[config.mk]
export PLATFORM = sky130hd
export DESIGN_NAME = pwm_capture
export DESIGN_NICKNAME = d
export VERILOG_FILES = /design/src/rtl/pwm_pkg.sv /design/src/rtl/pwm_sync.sv /design/src/rtl/pwm_capture.sv
export SDC_FILE = /design/constraint.sdc
export NUM_CORES = 1
export LEC_CHECK = 0
export BUFFER_PORTS_ARGS = -buffer_cell sky130_fd_sc_hd__buf_4
export CAP_MARGIN = 5
export CORE_ASPECT_RATIO = 1.1
export CORE_MARGIN = 1.5
export CORE_UTILIZATION = 56
export DETAILED_ROUTE_END_ITERATION = 12
export PLACE_DENSITY = 0.88
export RECOVER_POWER = 25
export SLEW_MARGIN = 15
export SYNTH_ARGS = -nofsm -noshare
export SYNTH_HDL_FRONTEND = slang
export SYNTH_SLANG_ARGS = --single-unit
[constraint.sdc]
create_clock -name i_clk -period 2.5 [get_ports i_clk]
set_input_delay 0.375 -clock i_clk [delete_from_list [all_inputs] [get_ports i_clk]]
set_output_delay 0.375 -clock i_clk [all_outputs]
set_load 0.005 [all_outputs]
[src/rtl/pwm_pkg.sv]
// Shared definitions for the PWM capture, sequencer and generator blocks:
// capture state encoding, default counter width and small helpers.
package pwm_pkg;

   localparam int PWM_WIDTH_DEFAULT = 9;

   typedef enum logic [1:0] {
      ST_IDLE = 2'd0,
      ST_HIGH = 2'd1,
      ST_LOW  = 2'd2
   } pwm_state_e;

   function automatic logic all_eq3(input logic a, input logic b, input logic c);
      return (a == b) && (b == c);
   endfunction

endpackage

[src/rtl/pwm_sync.sv]
// Two-flop synchronizer for the asynchronous PWM input, with an optional
// three-sample glitch filter enabled by macro PWM_CAPTURE_FILTER_EN.
module pwm_sync
   import pwm_pkg::*;
(
   input  logic i_clk,
   input  logic i_rst,
   input  logic i_async,
   output logic o_sync
);

   logic meta_q;
   logic sync_q;

   // Metastability chain; only sync_q is used downstream.
   always_ff @(posedge i_clk) begin
      if (i_rst) begin
         meta_q <= 1'b0;
         sync_q <= 1'b0;
      end else begin
         meta_q <= i_async;
         sync_q <= meta_q;
      end
   end

`ifdef PWM_CAPTURE_FILTER_EN
   logic hist1_q;
   logic hist2_q;
   logic filt_q;
   logic stable_s;

   // Output follows the synchronized level as soon as three samples agree,
   // which costs exactly two extra cycles per edge.
   assign stable_s = all_eq3(sync_q, hist1_q, hist2_q);
   assign o_sync   = stable_s ? sync_q : filt_q;

   // Sample history and the held filtered level.
   always_ff @(posedge i_clk) begin
      if (i_rst) begin
         hist1_q <= 1'b0;
         hist2_q <= 1'b0;
         filt_q  <= 1'b0;
      end else begin
         hist1_q <= sync_q;
         hist2_q <= hist1_q;
         filt_q  <= o_sync;
      end
   end
`else
   assign o_sync = sync_q;
`endif

endmodule

[src/rtl/pwm_capture.sv]
// Measures period and high time of an asynchronous PWM input and flags a
// timeout with the stuck level. Optional glitch filter: PWM_CAPTURE_FILTER_EN.
module pwm_capture
   import pwm_pkg::*;
#(
   parameter int WIDTH = PWM_WIDTH_DEFAULT
) (
   input  logic             i_clk,
   input  logic             i_rst,
   input  logic             i_pwm,
   output logic [WIDTH-1:0] o_period,
   output logic [WIDTH-1:0] o_high,
   output logic             o_valid,
   output logic             o_timeout,
   output logic             o_level
);

   localparam logic [WIDTH-1:0] CNT_MAX  = {WIDTH{1'b1}};
   localparam logic [WIDTH-1:0] CNT_ONE  = {{(WIDTH-1){1'b0}}, 1'b1};
   localparam logic [WIDTH-1:0] CNT_ZERO = {WIDTH{1'b0}};

   logic             sync_s;
   logic             prev_q;
   logic             rise_q;
   logic             fall_q;
   pwm_state_e       state_q,   state_d;
   logic [WIDTH-1:0] cnt_q,     cnt_d;
   logic [WIDTH-1:0] shadow_q,  shadow_d;
   logic [WIDTH-1:0] period_q,  period_d;
   logic [WIDTH-1:0] high_q,    high_d;
   logic             level_q,   level_d;
   logic             valid_q,   valid_d;
   logic             timeout_q, timeout_d;
   logic [WIDTH-1:0] cnt_inc_s;

   pwm_sync u_sync (
      .i_clk   (i_clk),
      .i_rst   (i_rst),
      .i_async (i_pwm),
      .o_sync  (sync_s)
   );

   // Registered edge detector; prev_q doubles as the level reported on timeout.
   always_ff @(posedge i_clk) begin
      if (i_rst) begin
         prev_q <= 1'b0;
         rise_q <= 1'b0;
         fall_q <= 1'b0;
      end else begin
         prev_q <= sync_s;
         rise_q <= sync_s & ~prev_q;
         fall_q <= ~sync_s & prev_q;
      end
   end

   // Saturating so a fall landing on the last count cannot wrap the period.
   assign cnt_inc_s = (cnt_q == CNT_MAX) ? cnt_q : cnt_q + CNT_ONE;

   // Measurement FSM: an edge always wins over the timeout on the same cycle.
   always_comb begin
      state_d   = state_q;
      cnt_d     = cnt_q;
      shadow_d  = shadow_q;
      period_d  = period_q;
      high_d    = high_q;
      level_d   = level_q;
      valid_d   = 1'b0;
      timeout_d = 1'b0;
      case (state_q)
         ST_IDLE: begin
            if (rise_q) begin
               cnt_d   = CNT_ONE;
               state_d = ST_HIGH;
            end else begin
               state_d = ST_IDLE;
            end
         end
         ST_HIGH: begin
            if (fall_q) begin
               shadow_d = cnt_q;
               cnt_d    = cnt_inc_s;
               state_d  = ST_LOW;
            end else if (cnt_q == CNT_MAX) begin
               timeout_d = 1'b1;
               level_d   = prev_q;
               cnt_d     = CNT_ZERO;
               state_d   = ST_IDLE;
            end else begin
               cnt_d = cnt_inc_s;
            end
         end
         ST_LOW: begin
            if (rise_q) begin
               period_d = cnt_q;
               high_d   = shadow_q;
               valid_d  = 1'b1;
               cnt_d    = CNT_ONE;
               state_d  = ST_HIGH;
            end else if (cnt_q == CNT_MAX) begin
               timeout_d = 1'b1;
               level_d   = prev_q;
               cnt_d     = CNT_ZERO;
               state_d   = ST_IDLE;
            end else begin
               cnt_d = cnt_inc_s;
            end
         end
         default: begin
            cnt_d   = CNT_ZERO;
            state_d = ST_IDLE;
         end
      endcase
   end

   // State, counters and registered outputs.
   always_ff @(posedge i_clk) begin
      if (i_rst) begin
         state_q   <= ST_IDLE;
         cnt_q     <= CNT_ZERO;
         shadow_q  <= CNT_ZERO;
         period_q  <= CNT_ZERO;
         high_q    <= CNT_ZERO;
         level_q   <= 1'b0;
         valid_q   <= 1'b0;
         timeout_q <= 1'b0;
      end else begin
         state_q   <= state_d;
         cnt_q     <= cnt_d;
         shadow_q  <= shadow_d;
         period_q  <= period_d;
         high_q    <= high_d;
         level_q   <= level_d;
         valid_q   <= valid_d;
         timeout_q <= timeout_d;
      end
   end

   assign o_period  = period_q;
   assign o_high    = high_q;
   assign o_valid   = valid_q;
   assign o_timeout = timeout_q;
   assign o_level   = level_q;

endmodule

==> flow_metrics.tcl, run 1 <==
set metrics [dict create \
    synth_top_family_by_area "simple AND/OR/NAND/NOR gates" \
    num_vias 1583 \
    crit_chain "ha_1, nand2_1, nor4_2, ha_1, inv_1, ha_1, o21a_1, o41ai_1, a21oi_1" \
    synth_edf_count 0 \
    clockBufferDepth 2 \
    gp_congestion 0.876 \
    setup_tns_ns 0 \
    synthAdderAreaFrac_pct 5.87 \
    ios 24 \
    worst_pin_slew_ns 1.59 \
    endpoint_kind "flip-flop" \
    slew_viol_final 39 \
    yosys-top-cells-area "dfxtp_1, nand2_1, a21oi_1, ha_1, nor2_1" \
    yosysMostFrequentCell "nand2_1" \
    antenna_found_initial 0 \
    final_util_pct 66.2 \
    p_leak_nw 0.818 \
    maxCapViolCount 1 \
    r2r-end "cnt_q[0]$_SDFFE_PP0P_" \
    final.setup.worst_slack_ns 0.241 \
    yosys.area_share.simple_pct 25.4 \
    power_w 0.00113 \
    crit_path_start_kind "flip-flop" \
    clock-sinks 46 \
    clockRootBuffer "clkbuf_4" \
    r2r_start "cnt_q[1]$_SDFFE_PP0P_" \
    start_util_pct 58.1 \
    numPortBuffers 23 \
    p_per_area_nw_per_um2 519 \
    ys_types 37 \
    grt_max_degree 39 \
    synth-compound-area-share_pct 13.4 \
    avgSynthCellArea_um2 8.42 \
    ys_ff_latch 46 \
    required_ns 2.69 \
    drt-total-wl_um 3800 \
    async_reset_ff_share_pct 0 \
    synthTopCellsByCount "nand2_1, dfxtp_1, a21oi_1" \
    detail_route.first_pass.iterations 7 \
    finalHoldViolations 0 \
    cp_slowest_cell "dfxtp_1" \
    cp-startpoint "cnt_q[1]$_SDFFE_PP0P_" \
    area_delta_synth_final_pct 13.9 \
    dp_slack_ns 0.197 \
    synth_area_um2 1920 \
    drt_iter0_drc 55 \
    crit_path_max_fanout 4 \
    arrival_ns 2.45 \
    cp_common_cell "ha_1" \
    die_y_um 64.4 \
    routed_via_density 5.48 \
    final-setup-viol-count 0 \
    grt_pass1_wl_um 6360 \
    crit_path_end "cnt_q[0]$_SDFFE_PP0P_" \
    num_antenna_cells 0 \
    hp-class "primary input to flip-flop" \
    synth_top_area_share_pct 48.0 \
    max_stage_delay_ns 0.38 \
    drtAntennaViolNets 0 \
    clk_pin_slew_worst_paths_ns 0.14 \
    rows 22 \
    violations "capacitance limit, slew limit" \
    htreeDepth 2 \
    cts_hold_buf 0 \
    dp.final_hpwl_um 2650 \
    stdcell_count 289 \
    fmax_mhz 443 \
    ir_worst_vdd_mv 0.327 \
    cts_buffers 5 \
    synth_flop_cell "dfxtp_1" \
    status "finished, violations left" \
    rrSetupSlack_ns 0.24 \
    r2r_cells 9 \
    yosys_warnings 0 \
    synth_xor_area_share_pct 1.83 \
    period_share_pct 90.4 \
    rsz0062_at_grt "false" \
    skew_ns 0.0165 \
    slew-limit-headroom_pct -6.21 \
    fin_crit_ns 2.26 \
    fp.dieW_um 58.8 \
    cts_tree "done" \
    synth_fp_nets 240 \
    insertion_delay_ns 0.37 \
    final_layout_size_suffix_gt1_share_pct 16.2 \
    yosysTopAreaCell "dfxtp_1" \
    grt_overflow 0 \
    crit_type "flip-flop to flip-flop" \
    synthMuxAreaShare_pct 1.04 \
    core_area_um2 3300 \
    wire_per_inst_um 13.1 \
    die_area_um2 3790 \
    remaining_drc_errors 0 \
    dp.cells 281 \
    netlist_instances 228 \
    final_nets 264 \
    yosysSeqAreaShare_pct 48.0 \
    grtUsageTotal_pct 22.5 \
    grt_pass1_vias 1478 \
]
-- sequential cells by signal, indices dropped and copies added, names as in the netlist --
signal,count
cnt_q,9
o_high,9
o_period,9
shadow_q,9
state_q,2
fall_q,1
o_level,1
o_timeout,1
o_valid,1
prev_q,1
rise_q,1
u_sync.meta_q,1
u_sync.o_sync,1
-- worst max-delay path: cells and delay by family, from the launching register on --
| kind | cells | cell delay, ns |
|---|---|---|
| AOI/OAI and AO/OA | 3 | 0.57 |
| DFF | 1 | 0.38 |
| buffers and inverters | 1 | 0.08 |
| adders and majority gates | 3 | 0.64 |
| and+or+nand+nor | 2 | 0.41 |
-- kinds of logic (layout without fill, tap and decap cells) --
family,after synthesis,after routing
AO/OA/AOI/OAI,43,43
XOR/XNOR,4,4
adder cells (fa/ha/maj),9,9
buffers and inverters,20,45
flip-flops,46,46
multiplexers,2,2
AND/OR/NAND/NOR,104,104
-- repair_timing --
item	in CTS	in global routing
setup endpoints to repair	0	1
resized for setup	0	1
buffers inserted	0	0
-- metrics by stage --
step	cell area (um2)	hold slack, ns
global route	2190	0.221
detailed placement	2120	0.418
global placement	2120	0.419
CTS	2180	0.219
floorplan	1920	0.388
finish	2190	0.222
-- how the worst min path moves through the flow --
| stage | start | endpoint | slack [ns] | depth (start not counted) |
|---|---|---|---|---|
| 4_1_cts | i_pwm | u_sync.meta_q$_SDFF_PP0_ | 0.22 | 2 |
| 5_1_grt | i_pwm | u_sync.meta_q$_SDFF_PP0_ | 0.22 | 2 |
| 3_5_place_dp | u_sync.o_sync$_SDFF_PP0_ | fall_q$_SDFF_PP0_ | 0.42 | 1 |
| 3_3_place_gp | prev_q$_SDFF_PP0_ | rise_q$_SDFF_PP0_ | 0.42 | 1 |
| 6_report | i_pwm | u_sync.meta_q$_SDFF_PP0_ | 0.22 | 2 |
| 2_1_floorplan | u_sync.o_sync$_SDFF_PP0_ | fall_q$_SDFF_PP0_ | 0.39 | 1 |
-- placed cells by master, fill, tap and decap left out, types with 2 or more instances in the layout --
| cell type | count |
|---|---|
| nand2_1 | 62 |
| dfxtp_1 | 46 |
| a21oi_1 | 32 |
| clkbuf_4 | 16 |
| buf_4 | 16 |
| nor2_1 | 15 |
| inv_1 | 9 |
| ha_1 | 9 |
| nor2b_1 | 7 |
| xnor2_1 | 4 |
| and2_1 | 2 |
| nand2b_1 | 2 |
| mux2i_1 | 2 |
| nor3_1 | 2 |
| nand3_1 | 2 |
| o21ai_0 | 2 |
| or3_1 | 2 |
| clkinvlp_4 | 2 |
-- per-layer routing --
layer	up-vias	GRT usage (%)	wire length [um]
li1	808	-	-
met1	723	25.3	1630
met2	37	36.7	1910
met3	15	5.47	137
met4	0	15.3	117
met5	-	0	0
-- cell type report --
class,count,area [um2]
clock buffer,5,37.5
clock inverter,3,23.8
fill,302,1120
inverter,9,33.8
multi-input combinational,162,918
sequential,46,921
tap,36,45.0
timing repair buffer,28,206
-- power by group --
group / switching [W] / internal (W)
registers: 0.00000247 / 0.000737
logic: 0.0000233 / 0.00000946
clock network: 0.000250 / 0.000113
total: 0.000276 / 0.000859
(Power assumes the default switching activity.)
==> run 2: changes to the inputs <==
- REMOVE_ABC_BUFFERS: default -> 1
- SLEW_MARGIN: 15 -> default
==> flow_metrics.tcl, run 2 (synthesis gave the netlist of run 1 again) <==
set metrics [dict create \
    ir_worst_vdd_mv 0.393 \
    core_area_um2 3300 \
    antenna_found_initial 0 \
    routed_via_density 5.40 \
    cp_slowest_cell "dfxtp_1" \
    p_leak_nw 0.829 \
    fin_crit_ns 2.21 \
    power_w 0.00121 \
    remaining_drc_errors 0 \
    slew_viol_final 0 \
    htreeDepth 2 \
    p_per_area_nw_per_um2 548 \
    endpoint_kind "flip-flop" \
    min_from "i_pwm" \
    hp-class "primary input to flip-flop" \
    clk_pin_slew_worst_paths_ns 0.12 \
    grt_pass1_vias 1393 \
    worst_pin_slew_ns 0.693 \
    final_layout_size_suffix_gt1_share_pct 15.4 \
    grt_max_degree 38 \
    insertion_delay_ns 0.36 \
    numPortBuffers 23 \
    cp-startpoint "cnt_q[1]$_SDFFE_PP0P_" \
    start_util_pct 58.1 \
    drt-total-wl_um 3670 \
    setup_tns_ns 0 \
    grt_pass1_wl_um 6130 \
    required_ns 2.74 \
    final_cell_mix "nand2_1, dfxtp_1, a21oi_1" \
    dp.final_hpwl_um 2510 \
    wire_per_inst_um 12.7 \
    fp.dieW_um 58.8 \
    num_vias 1561 \
    rsz0062_at_grt "false" \
    slew-limit-headroom_pct 53.8 \
    crit_chain "ha_1, nand2_1, nor4_2, inv_1, ha_1, or2_1, a32o_1, a22oi_1, nor2_1" \
    drtAntennaViolNets 0 \
    crit_path_max_fanout 5 \
    num_antenna_cells 0 \
    status "finished clean" \
    period_share_pct 88.4 \
    max_stage_delay_ns 0.46 \
    final-setup-viol-count 0 \
    dp_slack_ns 0.188 \
    fmax_mhz 453 \
    gp_congestion 0.916 \
    cts_hold_buf 0 \
    r2r_start "cnt_q[1]$_SDFFE_PP0P_" \
    die_area_um2 3790 \
    crit_path_start_kind "flip-flop" \
    die_y_um 64.4 \
    rows 22 \
    area_delta_synth_final_pct 14.6 \
    maxCapViolCount 0 \
    grtUsageTotal_pct 21.3 \
    clockRootBuffer "clkbuf_4" \
    grt_overflow 0 \
    finalHoldViolations 0 \
    detail_route.first_pass.iterations 4 \
    cts_buffers 5 \
    skew_ns 0.0103 \
    cp_common_cell "ha_1" \
    final.setup.worst_slack_ns 0.291 \
    ios 24 \
    final_common_cell "nand2_1" \
    drt_iter0_drc 50 \
    arrival_ns 2.45 \
    final_nets 264 \
    crit_type "flip-flop to flip-flop" \
    clockBufferDepth 2 \
    clock-sinks 46 \
    cts_tree "done" \
]
==> run 2: cell count changes in the layout (fill, tap and decap cells not counted), sizes merged <==
cell | previous run | this run
clkbuf | 17 | 19
bufinv | 0 | 1
clkinvlp | 2 | 0
inv | 10 | 9
==> run 2: where the power goes <==
group	leakage, nW	total, W	internal, W	switching (W)
Sequential	0.371	0.000739	0.000737	0.00000291
Clock	0.0395	0.000433	0.000212	0.000221
Combinational	0.418	0.0000338	0.0000102	0.0000235
Total	0.829	0.00121	0.000959	0.000247
==> run 2: final cells by class <==
cell class	instances	area (um2)
Clock inverter	1	30.0
Inverter	9	33.8
Fill cell	301	1100
Tap cell	36	45.0
Multi-Input combinational cell	162	918
Timing Repair Buffer	28	206
Clock buffer	7	45.0
Sequential cell	46	921
==> run 2: timing repair <==
| action | in CTS | in global routing |
|---|---|---|
| resized for setup | 0 | 1 |
| buffers inserted | 0 | 0 |
| endpoints found under the setup margin | 0 | 3 |
==> run 2: worst max-delay path: cells and delay by family (launching register included) <==
kind / cells / cell delay, ns
AOI/OAI and AO/OA: 2 / 0.39
adders and majority gates: 2 / 0.55
buffers and inverters: 1 / 0.08
DFF: 1 / 0.46
and+or+nand+nor: 4 / 0.62
==> run 2: layer usage <==
layer,GRT usage (%),vias up,wire (um)
li1,-,800,-
met1,25.0,712,1650
met2,34.6,39,1760
met3,6.88,10,163
met4,9.94,0,88
met5,0,-,0
==> run 2: final timing paths <==
kind / slack, ns / end / cells past startpoint
worst max register to register: 0.29 / cnt_q[8]$_SDFFE_PP0P_ / 9
worst max-delay path: 0.29 / cnt_q[8]$_SDFFE_PP0P_ / 9
worst min-delay path: 0.22 / u_sync.meta_q$_SDFF_PP0_ / 2
worst min register to register: 0.44 / rise_q$_SDFF_PP0_ / 1
==> run 2: metrics by stage <==
stage / instances / hold slack, ns / util [%] / instance area (um2)
2_1_floorplan: 217 / 0.388 / - / 1870
3_3_place_gp: 281 / 0.408 / 64.2 / 2120
3_5_place_dp: 281 / 0.407 / 64.2 / 2120
4_1_cts: 289 / 0.217 / 66.5 / 2200
5_1_grt: 289 / 0.242 / 66.6 / 2200
6_report: 289 / 0.222 / 66.6 / 2200
==> run 3: changes to the inputs <==
- CORE_ASPECT_RATIO: 1.1 -> default
- CTS_BUF_LIST: default -> sky130_fd_sc_hd__clkbuf_8 sky130_fd_sc_hd__clkbuf_16
- SLEW_MARGIN: default -> 15
==> flow_metrics.tcl, run 3 (synthesis gave the netlist of run 1 again) <==
set metrics [dict create \
    drt-total-wl_um 3800 \
    num_vias 1604 \
    ios 24 \
    core_area_um2 3310 \
    final-setup-viol-count 0 \
    status "finished clean" \
    final_util_pct 68.0 \
    slew-limit-headroom_pct 54.2 \
    die_area_um2 3790 \
    placed_area_um2 2130 \
    fmax_mhz 436 \
    finalHoldViolations 0 \
    die_y_um 61.5 \
    crit_chain "ha_1, nand2_1, nor4_2, ha_1, inv_1, ha_1, o21a_1, o41ai_1, a21oi_1" \
    numPortBuffers 23 \
    stdcell_count 299 \
    drtAntennaViolNets 0 \
    r2r_start "cnt_q[1]$_SDFFE_PP0P_" \
    routed_via_density 5.36 \
    ir_worst_vdd_mv 0.386 \
    fp.dieW_um 61.5 \
    endpoint_kind "flip-flop" \
    p_leak_nw 0.848 \
    crit_path_max_fanout 5 \
    fin_area_um2 2250 \
    max_stage_delay_ns 0.46 \
    insertion_delay_ns 0.30 \
    post_cts_resize_count 0 \
    setup_tns_ns 0 \
    rows 21 \
    cts_tree "done" \
    skew_ns 0.0101 \
    min_from "i_pwm" \
    grt_overflow 0 \
    arrival_ns 2.46 \
    clockBufferDepth 2 \
    remaining_drc_errors 0 \
    grt_pass1_wl_um 5870 \
    required_ns 2.67 \
    p_per_area_nw_per_um2 581 \
    worst_pin_slew_ns 0.687 \
    detail_route.first_pass.iterations 4 \
    area_delta_synth_final_pct 17.3 \
    final_nets 264 \
    grtUsageTotal_pct 21.3 \
    rsz0062_at_grt "false" \
    start_util_pct 58.0 \
    cp_slowest_cell "dfxtp_1" \
    hp-class "primary input to flip-flop" \
    slew_viol_final 0 \
    cts_setup_buffers 0 \
    final_common_cell "nand2_1" \
    crit_path_start_kind "flip-flop" \
    drt_iter0_drc 69 \
    period_share_pct 91.7 \
    clock-sinks 46 \
    gp_congestion 0.887 \
    cp_common_cell "ha_1" \
    num_antenna_cells 0 \
    dp.cells 291 \
    grt_pass1_vias 1411 \
    htreeDepth 2 \
    final_cell_mix "nand2_1, dfxtp_1, a21oi_1" \
    fin_crit_ns 2.29 \
    fillers 310 \
    grt_max_degree 38 \
    wire_per_inst_um 12.7 \
    cp-startpoint "cnt_q[1]$_SDFFE_PP0P_" \
    dp.final_hpwl_um 2560 \
    cts_buffers 5 \
    antenna_found_initial 0 \
    clk_pin_slew_worst_paths_ns 0.09 \
    final_layout_size_suffix_gt1_share_pct 16.2 \
    cts_hold_buf 0 \
    clockRootBuffer "clkbuf_8" \
    hold_slack_ns 0.297 \
    crit_type "flip-flop to flip-flop" \
    maxCapViolCount 0 \
]
-- run 3: cell count changes in the layout (fill, tap and decap cells not counted), sizes merged --
cell,delta
clkinvlp,+1
inv,+1
clkbuf,-2
-- run 3: final timing paths --
kind	to	slack, ns	depth (start not counted)
setup reg to reg	cnt_q[0]$_SDFFE_PP0P_	0.21	9
setup / recovery	cnt_q[0]$_SDFFE_PP0P_	0.21	9
hold / removal	u_sync.meta_q$_SDFF_PP0_	0.30	2
hold reg to reg	fall_q$_SDFF_PP0_	0.42	1
-- run 3: worst max-delay path, delay by kind of cell, from the launching register on --
family,cells,cell delay (ns)
flops,1,0.46
compound gates,3,0.56
simple gates,2,0.38
buf+inv,1,0.08
fa+ha+maj,3,0.69
-- run 3: layer usage --
| metal | global-route usage [%] | wire [um] | vias up |
|---|---|---|---|
| met1 | 25.5 | 1630 | 750 |
| met3 | 5.25 | 200 | 14 |
| met2 | 33.2 | 1860 | 46 |
| met4 | 14.9 | 110 | 0 |
| met5 | 0 | 0 | - |
| li1 | - | - | 794 |
-- run 3: area by class of cell --
cell class	instances	area [um2]	share of cell area, %
Inverter	9	33.8	1.50
Tap cell	46	57.6	2.56
Sequential cell	46	921	40.9
Timing Repair Buffer	28	210	9.34
Clock inverter	3	41.3	1.83
Multi-Input combinational cell	162	918	40.8
Clock buffer	5	68.8	3.06
-- run 3: power breakdown --
group / internal, W / switching, W
Sequential: 0.000736 / 0.00000268
Clock: 0.000294 / 0.000239
Combinational: 0.0000110 / 0.0000239
-- run 3: per-stage QoR --
stage | setup WS, ns | power (W)
2_1_floorplan | 0.202 | 0.000771
3_3_place_gp | 0.308 | 0.000789
3_5_place_dp | 0.146 | 0.000790
4_1_cts | 0.104 | 0.00131
5_1_grt | 0.00761 | 0.00136
6_report | 0.207 | 0.00131
